**config.mk**
```make
export PLATFORM = sky130hd
export DESIGN_NAME = riscv_div
export DESIGN_NICKNAME = d
export VERILOG_FILES = /design/src/rtl/riscv_div_pkg.sv /design/src/rtl/riscv_div_step.sv /design/src/rtl/riscv_div.sv
export SDC_FILE = /design/constraint.sdc
export NUM_CORES = 1
export LEC_CHECK = 0
export CORE_MARGIN = 1.5
export CORE_UTILIZATION = 61
export CTS_BUF_LIST = sky130_fd_sc_hd__clkbuf_4 sky130_fd_sc_hd__clkbuf_8
export CTS_CLUSTER_SIZE = 30
export DETAILED_ROUTE_END_ITERATION = 7
export PLACE_DENSITY_LB_ADDON = 0.08
export SYNTH_ARGS = -nofsm -noshare
export SYNTH_HDL_FRONTEND = slang
export SYNTH_HIERARCHICAL = 1
export SYNTH_SLANG_ARGS = --single-unit
export TNS_END_PERCENT = 50
```
**constraint.sdc**
```tcl
create_clock -name clk_i -period 6.5 [get_ports clk_i]
set_input_delay 0.65 -clock clk_i [delete_from_list [all_inputs] [get_ports clk_i]]
set_output_delay 0.65 -clock clk_i [all_outputs]
set_load 0.02 [all_outputs]
```
**src/rtl/riscv_div_pkg.sv**
```systemverilog
// Shared defines for the RV32M divider: funct3 codes, FSM state encoding, op decode.
// Latency: n/a (types, constants and a pure decode function only).
// Backpressure: n/a.
package riscv_div_pkg;

  // RV32M divide-family funct3 codes (also consumed by the ALU decode)
  localparam logic [2:0] F3_DIV  = 3'b100;
  localparam logic [2:0] F3_DIVU = 3'b101;
  localparam logic [2:0] F3_REM  = 3'b110;
  localparam logic [2:0] F3_REMU = 3'b111;

  localparam int unsigned XLEN     = 32;
  localparam int unsigned CNT_W    = 6;
  localparam logic [5:0]  LAST_ITER = 6'd31;

  typedef enum logic [1:0] {
    ST_IDLE = 2'd0,
    ST_CALC = 2'd1,
    ST_DONE = 2'd2
  } div_state_e;

  typedef struct packed {
    logic is_signed;
    logic is_rem;
  } div_op_t;

  // Any code outside the four divide ops behaves as DIVU.
  function automatic div_op_t decode_op(input logic [2:0] funct3);
    div_op_t op;
    op = '{is_signed: 1'b0, is_rem: 1'b0};
    case (funct3)
      F3_DIV:  op = '{is_signed: 1'b1, is_rem: 1'b0};
      F3_REM:  op = '{is_signed: 1'b1, is_rem: 1'b1};
      F3_REMU: op = '{is_signed: 1'b0, is_rem: 1'b1};
      default: op = '{is_signed: 1'b0, is_rem: 1'b0};
    endcase
    return op;
  endfunction

endpackage

```
**src/rtl/riscv_div_step.sv**
```systemverilog
// One radix-2 restoring iteration: shift in the next dividend bit, trial-subtract divisor.
// Latency: purely combinational.
// Backpressure: none; ports: rem_i/div_i/bit_i in, rem_o/q_bit_o out.
module riscv_div_step
  import riscv_div_pkg::*;
(
  input  logic [XLEN:0]   rem_i,    // 33-bit partial remainder (MSB always 0 between steps)
  input  logic [XLEN-1:0] div_i,    // divisor magnitude
  input  logic            bit_i,    // next dividend bit, MSB first
  output logic [XLEN:0]   rem_o,    // next partial remainder
  output logic            q_bit_o   // quotient bit produced by this step
);

  logic [XLEN:0] shifted;
  logic [XLEN:0] diff;
  logic          unused_rem_msb;

  // The remainder is always below the divisor, so its MSB is zero on entry
  // and is dropped by the shift.
  assign unused_rem_msb = rem_i[XLEN];

  assign shifted = {rem_i[XLEN-1:0], bit_i};
  assign diff    = shifted - {1'b0, div_i};

  // A borrow out of the subtract (bit 32 set) means divisor did not fit: restore.
  assign q_bit_o = ~diff[XLEN];
  assign rem_o   = diff[XLEN] ? shifted : diff;

endmodule

```
**src/rtl/riscv_div.sv**
```systemverilog
// RV32M DIV/DIVU/REM/REMU: iterative restoring divider, one quotient bit per cycle.
// Latency: valid_o 32 cycles after the accepting edge; 0 extra for div-by-zero/overflow fast paths.
// Backpressure: start_i accepted only while ready_o=1, otherwise dropped; flush_i aborts.
// Ports: clk_i, rst_i (async high), start_i, flush_i, funct3_i, data_a_i, data_b_i in;
//        ready_o, busy_o, valid_o, result_o out.
module riscv_div
  import riscv_div_pkg::*;
(
  input  logic            clk_i,
  input  logic            rst_i,
  input  logic            start_i,
  input  logic            flush_i,
  input  logic [2:0]      funct3_i,
  input  logic [XLEN-1:0] data_a_i,
  input  logic [XLEN-1:0] data_b_i,
  output logic            ready_o,
  output logic            busy_o,
  output logic            valid_o,
  output logic [XLEN-1:0] result_o
);

  div_state_e       state_q, state_d;
  logic [CNT_W-1:0] cnt_q;
  logic             is_rem_q;
  logic             neg_quo_q;
  logic             neg_rem_q;
  logic [XLEN-1:0]  divisor_q;
  logic [XLEN-1:0]  quo_q;     // dividend bits shift out of the top, quotient bits in at the bottom
  logic [XLEN:0]    rem_q;
  logic [XLEN-1:0]  result_q;

  // Operand decode at acceptance
  div_op_t          op_in;
  logic             sign_a, sign_b;
  logic [XLEN-1:0]  abs_a, abs_b;
  logic             div_zero, sgn_ovf;
  logic             accept;

  // Iteration datapath
  logic [XLEN:0]    step_rem;
  logic             step_qbit;
  logic [XLEN-1:0]  quo_fin, rem_fin, result_fin;

  assign op_in    = decode_op(funct3_i);
  assign sign_a   = op_in.is_signed & data_a_i[XLEN-1];
  assign sign_b   = op_in.is_signed & data_b_i[XLEN-1];
  assign abs_a    = sign_a ? -data_a_i : data_a_i;
  assign abs_b    = sign_b ? -data_b_i : data_b_i;
  assign div_zero = (data_b_i == '0);
  assign sgn_ovf  = op_in.is_signed && (data_a_i == 32'h8000_0000) && (data_b_i == 32'hFFFF_FFFF);
  assign accept   = (state_q == ST_IDLE) && start_i && !flush_i;

  riscv_div_step u_step (
    .rem_i   (rem_q),
    .div_i   (divisor_q),
    .bit_i   (quo_q[XLEN-1]),
    .rem_o   (step_rem),
    .q_bit_o (step_qbit)
  );

  // Values as they stand after the final iteration, with sign fixup.
  // Sign flags were already cleared for unsigned ops at acceptance.
  assign quo_fin    = {quo_q[XLEN-2:0], step_qbit};
  assign rem_fin    = step_rem[XLEN-1:0];
  assign result_fin = is_rem_q ? (neg_rem_q ? -rem_fin : rem_fin)
                               : (neg_quo_q ? -quo_fin : quo_fin);

  // State register
  always_ff @(posedge clk_i or posedge rst_i) begin
    if (rst_i) state_q <= ST_IDLE;
    else       state_q <= state_d;
  end

  // Next state and status outputs
  always_comb begin
    state_d = state_q;
    ready_o = 1'b0;
    busy_o  = 1'b0;
    valid_o = 1'b0;
    case (state_q)
      ST_IDLE: begin
        ready_o = 1'b1;
        if (start_i) state_d = (div_zero || sgn_ovf) ? ST_DONE : ST_CALC;
      end
      ST_CALC: begin
        busy_o = 1'b1;
        if (cnt_q == LAST_ITER) state_d = ST_DONE;
      end
      ST_DONE: begin
        busy_o  = 1'b1;
        valid_o = 1'b1;
        state_d = ST_IDLE;
      end
      default: state_d = ST_IDLE;
    endcase
    if (flush_i) state_d = ST_IDLE;
  end

  // Datapath
  always_ff @(posedge clk_i or posedge rst_i) begin
    if (rst_i) begin
      cnt_q     <= '0;
      is_rem_q  <= 1'b0;
      neg_quo_q <= 1'b0;
      neg_rem_q <= 1'b0;
      divisor_q <= '0;
      quo_q     <= '0;
      rem_q     <= '0;
      result_q  <= '0;
    end else if (flush_i) begin
      cnt_q <= '0;
    end else if (accept) begin
      cnt_q     <= '0;
      is_rem_q  <= op_in.is_rem;
      neg_quo_q <= sign_a ^ sign_b;
      neg_rem_q <= sign_a;
      divisor_q <= abs_b;
      quo_q     <= abs_a;
      rem_q     <= '0;
      // Divide-by-zero is checked first so it wins over signed overflow.
      if (div_zero)     result_q <= op_in.is_rem ? data_a_i : 32'hFFFF_FFFF;
      else if (sgn_ovf) result_q <= op_in.is_rem ? 32'h0 : 32'h8000_0000;
    end else if (state_q == ST_CALC) begin
      rem_q <= step_rem;
      quo_q <= {quo_q[XLEN-2:0], step_qbit};
      cnt_q <= cnt_q + 6'd1;
      if (cnt_q == LAST_ITER) result_q <= result_fin;
    end
  end

  assign result_o = result_q;

endmodule

```
==> flow_summary.toml, run 1 <==
[setup_path]
worst_path_max_delay_cell = "nor4_1"
worstRegToRegCells = 20
critPathArrivalTime_ns = 6.32
ff2ff_setup_slack_ns = 0.58
path_class = "flip-flop to flip-flop"
r2r_start = "quo_q[31]"
slowest_delay_ns = 0.56
cp.required_ns = 6.90
startpoint_type = "flip-flop"
cp_max_fo = 18
r2r-end = "result_o[21]"
worstPathCellList = "inv_1 -> ha_1 -> fa_1 -> or2b_1 -> a21oi_2 -> o21bai_4 -> a21oi_2 -> o2111ai_1 -> a311o_1 -> o211ai_1 -> ha_1 -> buf_4 -> mux2_2 -> nor4_1 -> nand2_1 -> or2_1 -> o41ai_1 -> xor2_1 -> o22a_1 -> a21oi_1"
cp-end-kind = "flip-flop"

[timing]
hold_viol = 0
setup_violations = 0
fin_worst_skew_ns = 0.0229
min_period_over_period_pct = 91.1
setup_tns_ns = 0
finalMaxSlewViolations = 0
finalCriticalPeriod_ns = 5.92
rsz0062_at_grt = "no"
max_freq_ghz = 0.169
worst_pin_slew_ns = 1.14
relSlewSlack_pct = 23.7

[clock_tree]
cts_root_buf = "clkbuf_8"
cts_setup_buffers = 0
clk_pin_slew_ns = 0.09
cts_hold_buf = 0
cts_resized = 0
numCtsBuffers = 17
clock_sinks = 139
clk_latency_ns = 0.48
cts.htree.levels = 4
cts_buffer_depth = 2
cts_tree = "yes"

[layout]
area_growth_pct = 13.8
multi_input_area_sq_mm = 0.00746
register_area_sq_mm = 0.00348
fillers = 1514
antenna_cells = 0
final_area_sq_mm = 0.0130
fin_nets = 1645
drive_gt1_share_pct = 6.54

[power_and_ir_drop]
seq_power_share_pct = 31.4
powerDensity_mw_per_mm2 = 295
leakagePower_nw = 5.48
power_frac_clock_pct = 20.0
power_switching_mw = 1.74
power_frac_comb_pct = 48.7
switching_share_pct = 45.2
peakVddDrop_mv = 0.221
internal-power_mw = 2.11

[min_path]
holdCritPathClass = "flip-flop to flip-flop"
min_path_cells = 2
hold_end = "divisor_q[3]"
min_from = "divisor_q[3]"

[floorplanning]
start_util_pct = 62.9
chipHeight_um = 140
core-area_sq_mm = 0.0182
top_level_ports = 106
dieWidth_um = 140
fp-row-count = 49
die_area_sq_mm = 0.0196

[yosys]
yosysWarnings = 6
synthCells = 1473
syn_area_sq_mm = 0.0114
synthesis.nets = 1587
avgSynthCellArea_sq_um = 7.77

[place]
placed_area_sq_mm = 0.0126
portBuffers = 105
gp_congestion = 0.989
hpwl_um = 26600

[grt]
grt_use_total_pct = 37.1
grt_pass1_wl_um = 57200
first_global_vias = 10564
grt-ovfl-total = 0
grt_max_degree = 103
antenna_found_initial = 0

[detailed_routing]
viasPerCell = 6.56
wl_per_cell_um = 20.3
vias = 11628
postRouteWirelength_um = 36000
antenna_left = 0
drtIter0Drc = 1118
drt_pass1_iterations = 7
route.detailed.drc = 0

[run]
maxCapViolCount = 0

[run_status]
run_status = "finished clean"
registers in the layout (all words and copies together), names as in the netlist:
register / cells
state_q: 2
rem_q: 32
divisor_q: 32
is_rem_q: 1
cnt_q: 6
result_o: 32
neg_quo_q: 1
neg_rem_q: 1
quo_q: 32
how the worst max path moves through the flow:
stage / end / slack [ns] / cells after the start / start
floorplan: result_o[30] / 0.98 / 21 / divisor_q[0]
global placement: result_o[21] / 0.84 / 20 / quo_q[31]
detailed placement: result_o[21] / 0.70 / 20 / quo_q[31]
CTS: result_o[21] / 0.67 / 20 / quo_q[31]
global route: result_o[21] / 0.15 / 20 / quo_q[31]
finish: result_o[21] / 0.58 / 20 / quo_q[31]
power groups by stage:
stage,Sequential [mW],Combinational (mW),Clock (mW)
finish,1.21,1.87,0.768
global route,1.23,2.06,0.803
CTS,1.20,1.83,0.767
detailed placement,1.21,1.82,0
global placement,1.20,1.79,0
floorplan,1.14,1.37,0
critical path: cells and delay by family, from the launching register on:
kind	cells	cell delay (ns)
mux	1	0.41
flops	1	0.37
simple gates	4	1.51
buf+inv	2	0.42
xor+xnor	1	0.13
compound gates	9	1.90
fa+ha+maj	3	1.09
through the flow:
step	instances	utilization (%)	hold WS, ns	setup WS (ns)	total power [mW]
4_1_cts	1773	71.5	0.488	0.670	3.80
3_3_place_gp	1741	69.3	0.456	0.840	2.99
3_5_place_dp	1741	69.3	0.471	0.695	3.03
6_report	1773	71.5	0.481	0.581	3.85
5_1_grt	1773	71.5	0.503	0.145	4.08
2_1_floorplan	1473	-	0.439	0.983	2.51
final cells by class:
cell class,instances,area share [%]
tap,229,2.20
clock inverter,13,1.28
sequential,139,26.7
inverter,55,1.62
clock buffer,19,1.91
multi-input combinational,1197,57.3
timing repair buffer,121,8.99
cells in the final DEF, fill, tap and decap left out, types with 17 or more instances in the layout:
cell	n
inv_1	53
o31ai_1	30
nand4_1	23
dfrtp_1	139
xor2_1	75
clkdlybuf4s50_1	105
or3_1	18
a21oi_1	111
nor2_1	119
o21ai_0	79
nand3_1	32
o21ai_1	17
a31oi_1	34
xnor2_1	59
ha_1	42
clkbuf_8	17
nor3_1	33
nor4_1	21
nand2_1	250
routing by layer:
metal	GRT usage, %	routed length (um)	vias up
met4	12.8	1010	0
met1	51.8	15300	5560
li1	-	-	5384
met3	8.82	3790	89
met2	56.7	16000	595
met5	0	0	-
(Power assumes the default switching activity.)
==> run 2: changes to the inputs <==
CELL_PAD_IN_SITES_DETAIL_PLACEMENT = 1   (was unset)
CELL_PAD_IN_SITES_GLOBAL_PLACEMENT = 1   (was unset)
CORE_UTILIZATION = 45   (was 61)
==> run 2 against run 1 <==
Compared with the run above:
- sequential share of layout area down 0.43 points
- sequential cell count unchanged
- register-to-register slack better by 0.23 ns
- combinational power up 6%
- non-clock buffer count up 9
- clock-buffer cell count down 1
- cell count up 6.2%
- maximum frequency up 4.0%
- critical endpoint is now result_o[25]
- largest cell class unchanged
==> flow_summary.toml, run 2 (same netlist as run 1, synthesis figures left out) <==
[timing]
setup_violations = 0
finalMaxSlewViolations = 0
rsz0062_at_grt = "no"
max_freq_ghz = 0.176
worst_pin_slew_ns = 0.925
setup_tns_ns = 0
fin_worst_skew_ns = 0.0221
relSlewSlack_pct = 38.2
min_period_over_period_pct = 87.5
finalCriticalPeriod_ns = 5.69
hold_viol = 0

[setup_path]
worstPathCellList = "inv_1 -> ha_1 -> fa_1 -> or2b_1 -> a21oi_2 -> o21bai_4 -> a21oi_2 -> o2111ai_1 -> a311o_1 -> o211ai_1 -> ha_1 -> buf_4 -> mux2_2 -> or4_1 -> or3_1 -> o41ai_1 -> xor2_1 -> o22ai_1 -> nor2_1 -> nor2_1"
worst_path_max_delay_cell = "or4_1"
critPathArrivalTime_ns = 6.04
r2r_start = "quo_q[31]"
cp-end-kind = "flip-flop"
worstRegToRegCells = 20
path_class = "flip-flop to flip-flop"
cp_max_fo = 18
crit_family = "compound AO/OA/AOI/OAI gates"
ff2ff_setup_slack_ns = 0.81
startpoint_type = "flip-flop"
slowest_delay_ns = 0.60
cp.required_ns = 6.85
r2r-end = "result_o[25]"
path_buf_inv = 2

[clock_tree]
cts_buffer_depth = 2
cts_tree = "yes"
clock_sinks = 139
clk_latency_ns = 0.48
cts_setup_buffers = 0
cts.htree.levels = 4
clk_pin_slew_ns = 0.10
cts_root_buf = "clkbuf_8"
numCtsBuffers = 17
cts_hold_buf = 0
cts_resized = 0

[grt]
grt_pass1_wl_um = 67100
grt_max_degree = 85
grt_use_total_pct = 33.1
first_global_vias = 11609
grt-ovfl-total = 0
antenna_found_initial = 0

[layout]
mostFrequentLayoutCell = "nand2_1"
area_growth_pct = 15.7
layout.cells.non_filler = 1883
antenna_cells = 0
drive_gt1_share_pct = 7.08
fin_nets = 1654
layout_common_cells = "nand2_1 (250), dfrtp_1 (139), nor2_1 (119), a21oi_1 (111), clkdlybuf4s50_1 (105)"

[power_and_ir_drop]
seq_power_share_pct = 29.9
leakagePower_nw = 5.54
switching_share_pct = 46.6
power_frac_clock_pct = 20.4
peakVddDrop_mv = 0.183
power_switching_mw = 1.87
powerDensity_mw_per_mm2 = 303
power_frac_comb_pct = 49.7
internal-power_mw = 2.14

[run_status]
run_status = "finished clean"

[detailed_routing]
drt_pass1_iterations = 5
drtIter0Drc = 941
route.detailed.drc = 0
vias = 11571
postRouteWirelength_um = 43300
viasPerCell = 6.14
wl_per_cell_um = 23.0
antenna_left = 0

[place]
gp_congestion = 0.912
hpwl_um = 32500
portBuffers = 105
place_inst = 1851

[min_path]
holdCritPathClass = "flip-flop to flip-flop"
min_from = "divisor_q[31]"
min_path_cells = 2
hold_end = "divisor_q[31]"

[floorplanning]
core-area_sq_mm = 0.0250
die_area_sq_mm = 0.0264
fp-row-count = 58
chipHeight_um = 162
start_util_pct = 45.7
top_level_ports = 106
dieWidth_um = 162

[run]
maxCapViolCount = 0
-- run 2: final cells by class --
class	count	area, sq um
inverter	55	211
sequential	139	3480
fill	3131	11800
clock buffer	18	248
tap	330	413
timing repair buffer	130	1240
multi-input combinational	1197	7460
clock inverter	14	186
-- run 2: metal layers --
| layer | global-route usage (%) | part of all wire, % |
|---|---|---|
| met1 | 46.1 | 46 |
| met2 | 52.9 | 46 |
| met3 | 3.95 | 5.1 |
| met4 | 11.8 | 3.1 |
| met5 | 0 | 0 |
-- run 2: per-stage QoR --
stage / total power [mW] / hold slack (ns) / utilization, % / setup slack [ns] / instance area [sq um]
finish: 4.01 / 0.483 / 52.9 / 0.810 / 13200
global placement: 3.11 / 0.463 / 51.1 / 1.03 / 12800
detailed placement: 3.16 / 0.464 / 51.1 / 0.907 / 12800
CTS: 3.99 / 0.487 / 52.9 / 0.848 / 13200
global route: 4.25 / 0.513 / 52.9 / 0.401 / 13200
floorplan: 2.51 / 0.439 / - / 0.983 / 11400
-- run 2: how the worst max path moves through the flow --
| stage | cells after the start | to | startpoint | slack (ns) |
|---|---|---|---|---|
| after global placement | 20 | result_o[29] | quo_q[31] | 1.03 |
| after global routing | 20 | result_o[29] | quo_q[31] | 0.40 |
| final | 20 | result_o[25] | quo_q[31] | 0.81 |
| after detailed placement | 20 | result_o[29] | quo_q[31] | 0.91 |
| after floorplan | 21 | result_o[30] | divisor_q[0] | 0.98 |
| after CTS | 20 | result_o[29] | quo_q[31] | 0.85 |
-- run 2: worst register-to-register path, stage by stage (launching register included) --
cell and delay, ns:
dfrtp_1 0.38, inv_1 0.05, ha_1 0.20, fa_1 0.40, or2b_1 0.26, a21oi_2 0.22, o21bai_4 0.14, a21oi_2 0.26
o2111ai_1 0.20, a311o_1 0.31, o211ai_1 0.10, ha_1 0.19, buf_4 0.26, mux2_2 0.41, or4_1 0.60, or3_1 0.54
o41ai_1 0.42, xor2_1 0.30, o22ai_1 0.15, nor2_1 0.13, nor2_1 0.06
-- run 2: power groups by stage --
stage	Clock (mW)	Combinational (mW)	Sequential, mW
after floorplan	0	1.37	1.14
after global placement	0	1.91	1.20
after detailed placement	0	1.95	1.21
after CTS	0.828	1.97	1.19
after global routing	0.861	2.17	1.22
final	0.819	1.99	1.20
==> run 3: changes to the inputs <==
CORE_MARGIN = unset   (was 1.5)
==> run 3 against run 2 <==
Compared with the run above:
- sequential cell count is the same
- global-route usage shrank 0.94 points
- first-iteration DRC count shrank 2.6%
- combinational power shrank 3%
- power shrank 3.9%
==> flow_summary.toml, run 3 (same netlist as run 1, synthesis figures left out) <==
[power_and_ir_drop]
peakVddDrop_mv = 0.161
leakagePower_nw = 5.47
powerDensity_mw_per_mm2 = 293
finalPower_mw = 3.85

[detailed_routing]
postRouteWirelength_um = 41300
wl_per_cell_um = 22.0
vias = 11652
drtIter0Drc = 917
drt_pass1_iterations = 5
viasPerCell = 6.22
route.detailed.drc = 0
antenna_left = 0

[timing]
rsz0062_at_grt = "no"
setup_violations = 0
min_period_over_period_pct = 94.4
fin_worst_skew_ns = 0.0254
finalMaxSlewViolations = 0
worst_pin_slew_ns = 0.980
setup_tns_ns = 0
finalCriticalPeriod_ns = 6.14
hold_viol = 0
relSlewSlack_pct = 34.1
max_freq_ghz = 0.163

[setup_path]
startpoint_type = "flip-flop"
slowest_delay_ns = 0.61
cp-end-kind = "flip-flop"
worst_path_max_delay_cell = "ha_1"
cp_max_fo = 17
cp.required_ns = 6.87
worstPathCellList = "inv_1 -> ha_1 -> fa_1 -> or2b_1 -> a21oi_2 -> o21bai_4 -> a21oi_2 -> o2111ai_1 -> a311o_1 -> o211ai_1 -> ha_1 -> inv_1 -> buf_4 -> nand2_1 -> o31ai_1 -> buf_4 -> nor4_1 -> nand2_1 -> nor4_1 -> mux2i_1 -> o22ai_1 -> nor3_1 -> nor2_1"
path_class = "flip-flop to flip-flop"
critPathArrivalTime_ns = 6.51

[clock_tree]
cts_buffer_depth = 2
cts.htree.levels = 4
clock_sinks = 139
numCtsBuffers = 17
cts_hold_buf = 0
clk_latency_ns = 0.49
cts_root_buf = "clkbuf_8"
clk_pin_slew_ns = 0.09
cts_tree = "yes"
cts_resized = 0
cts_setup_buffers = 0

[layout]
fin_util_pct = 53.4
mostFrequentLayoutCell = "nand2_1"
drive_gt1_share_pct = 6.85
fillers = 3045
area_growth_pct = 14.8
layout_common_cells = "nand2_1 (250), dfrtp_1 (139), nor2_1 (119), a21oi_1 (111), clkdlybuf4s50_1 (105)"
layout.cells.non_filler = 1873
fin_nets = 1649

[place]
hpwl_um = 30700
portBuffers = 105
place_inst = 1840
gp_congestion = 0.915

[grt]
antenna_found_initial = 2
first_global_vias = 11580
grt-ovfl-total = 0
grt_pass1_wl_um = 65500
grt_use_total_pct = 32.2
grt_max_degree = 83

[run_status]
run_status = "finished clean"

[floorplanning]
dieWidth_um = 161
top_level_ports = 106
die_area_sq_mm = 0.0261
core-area_sq_mm = 0.0246
start_util_pct = 46.5
chipHeight_um = 161
fp-row-count = 57

[run]
maxCapViolCount = 0

[min_path]
holdCritPathClass = "flip-flop to flip-flop"
run 3: stage by stage:
stage               instance area [sq um]  worst slack (ns)  hold WS (ns)
detailed placement                  12800             0.472         0.470
global placement                    12800             0.709         0.459
CTS                                 13100             0.421         0.491
global route                        13100           0.00296         0.511
floorplan                           11400             0.983         0.439
finish                              13100             0.365         0.485
run 3: report_power, final:
part	total, mW	switching [mW]	leakage (nW)	internal (mW)
clock	0.705	0.418	0.168	0.287
sequential	1.21	0.196	1.80	1.01
combinational	1.94	1.23	3.50	0.710
run 3: routing by layer:
| metal | track usage, % | vias to the layer above | share of wire [%] |
|---|---|---|---|
| met5 | 0 | - | 0 |
| met4 | 8.75 | 0 | 1.8 |
| met3 | 4.80 | 55 | 6.0 |
| met2 | 51.9 | 369 | 46 |
| met1 | 44.8 | 5829 | 46 |
| li1 | - | 5399 | - |
run 3: worst max-delay path: cells and delay by family (launching register included):
kind                       cells  cell delay (ns)
AOI/OAI and AO/OA              8             1.35
adders and majority gates      3             1.22
buffers and inverters          4             0.81
DFF                            1             0.38
muxes                          1             0.26
and+or+nand+nor                7             2.00
run 3: path summary, 6_finish.rpt:
path	end	cells past startpoint	slack, ns	startpoint
min in group asynchronous	divisor_q[12]	2	0.67	rst_i
hold reg to reg	divisor_q[9]	2	0.49	divisor_q[9]
hold / removal	divisor_q[9]	2	0.49	divisor_q[9]
setup reg to reg	result_o[29]	23	0.36	quo_q[31]
setup / recovery	result_o[29]	23	0.36	quo_q[31]
max in group asynchronous	result_o[11]	3	4.49	rst_i
run 3: final cells by class:
cell class                      count  area, sq um  share of cell area, %
Multi-Input combinational cell   1197         7470                   56.8
Sequential cell                   139         3480                   26.5
Timing Repair Buffer              125         1210                   9.23
Tap cell                          324          405                   3.08
Clock buffer                       19          255                   1.94
Inverter                           55          211                   1.61
Clock inverter                     13          109                  0.828
Antenna cell                        1         2.50                 0.0190
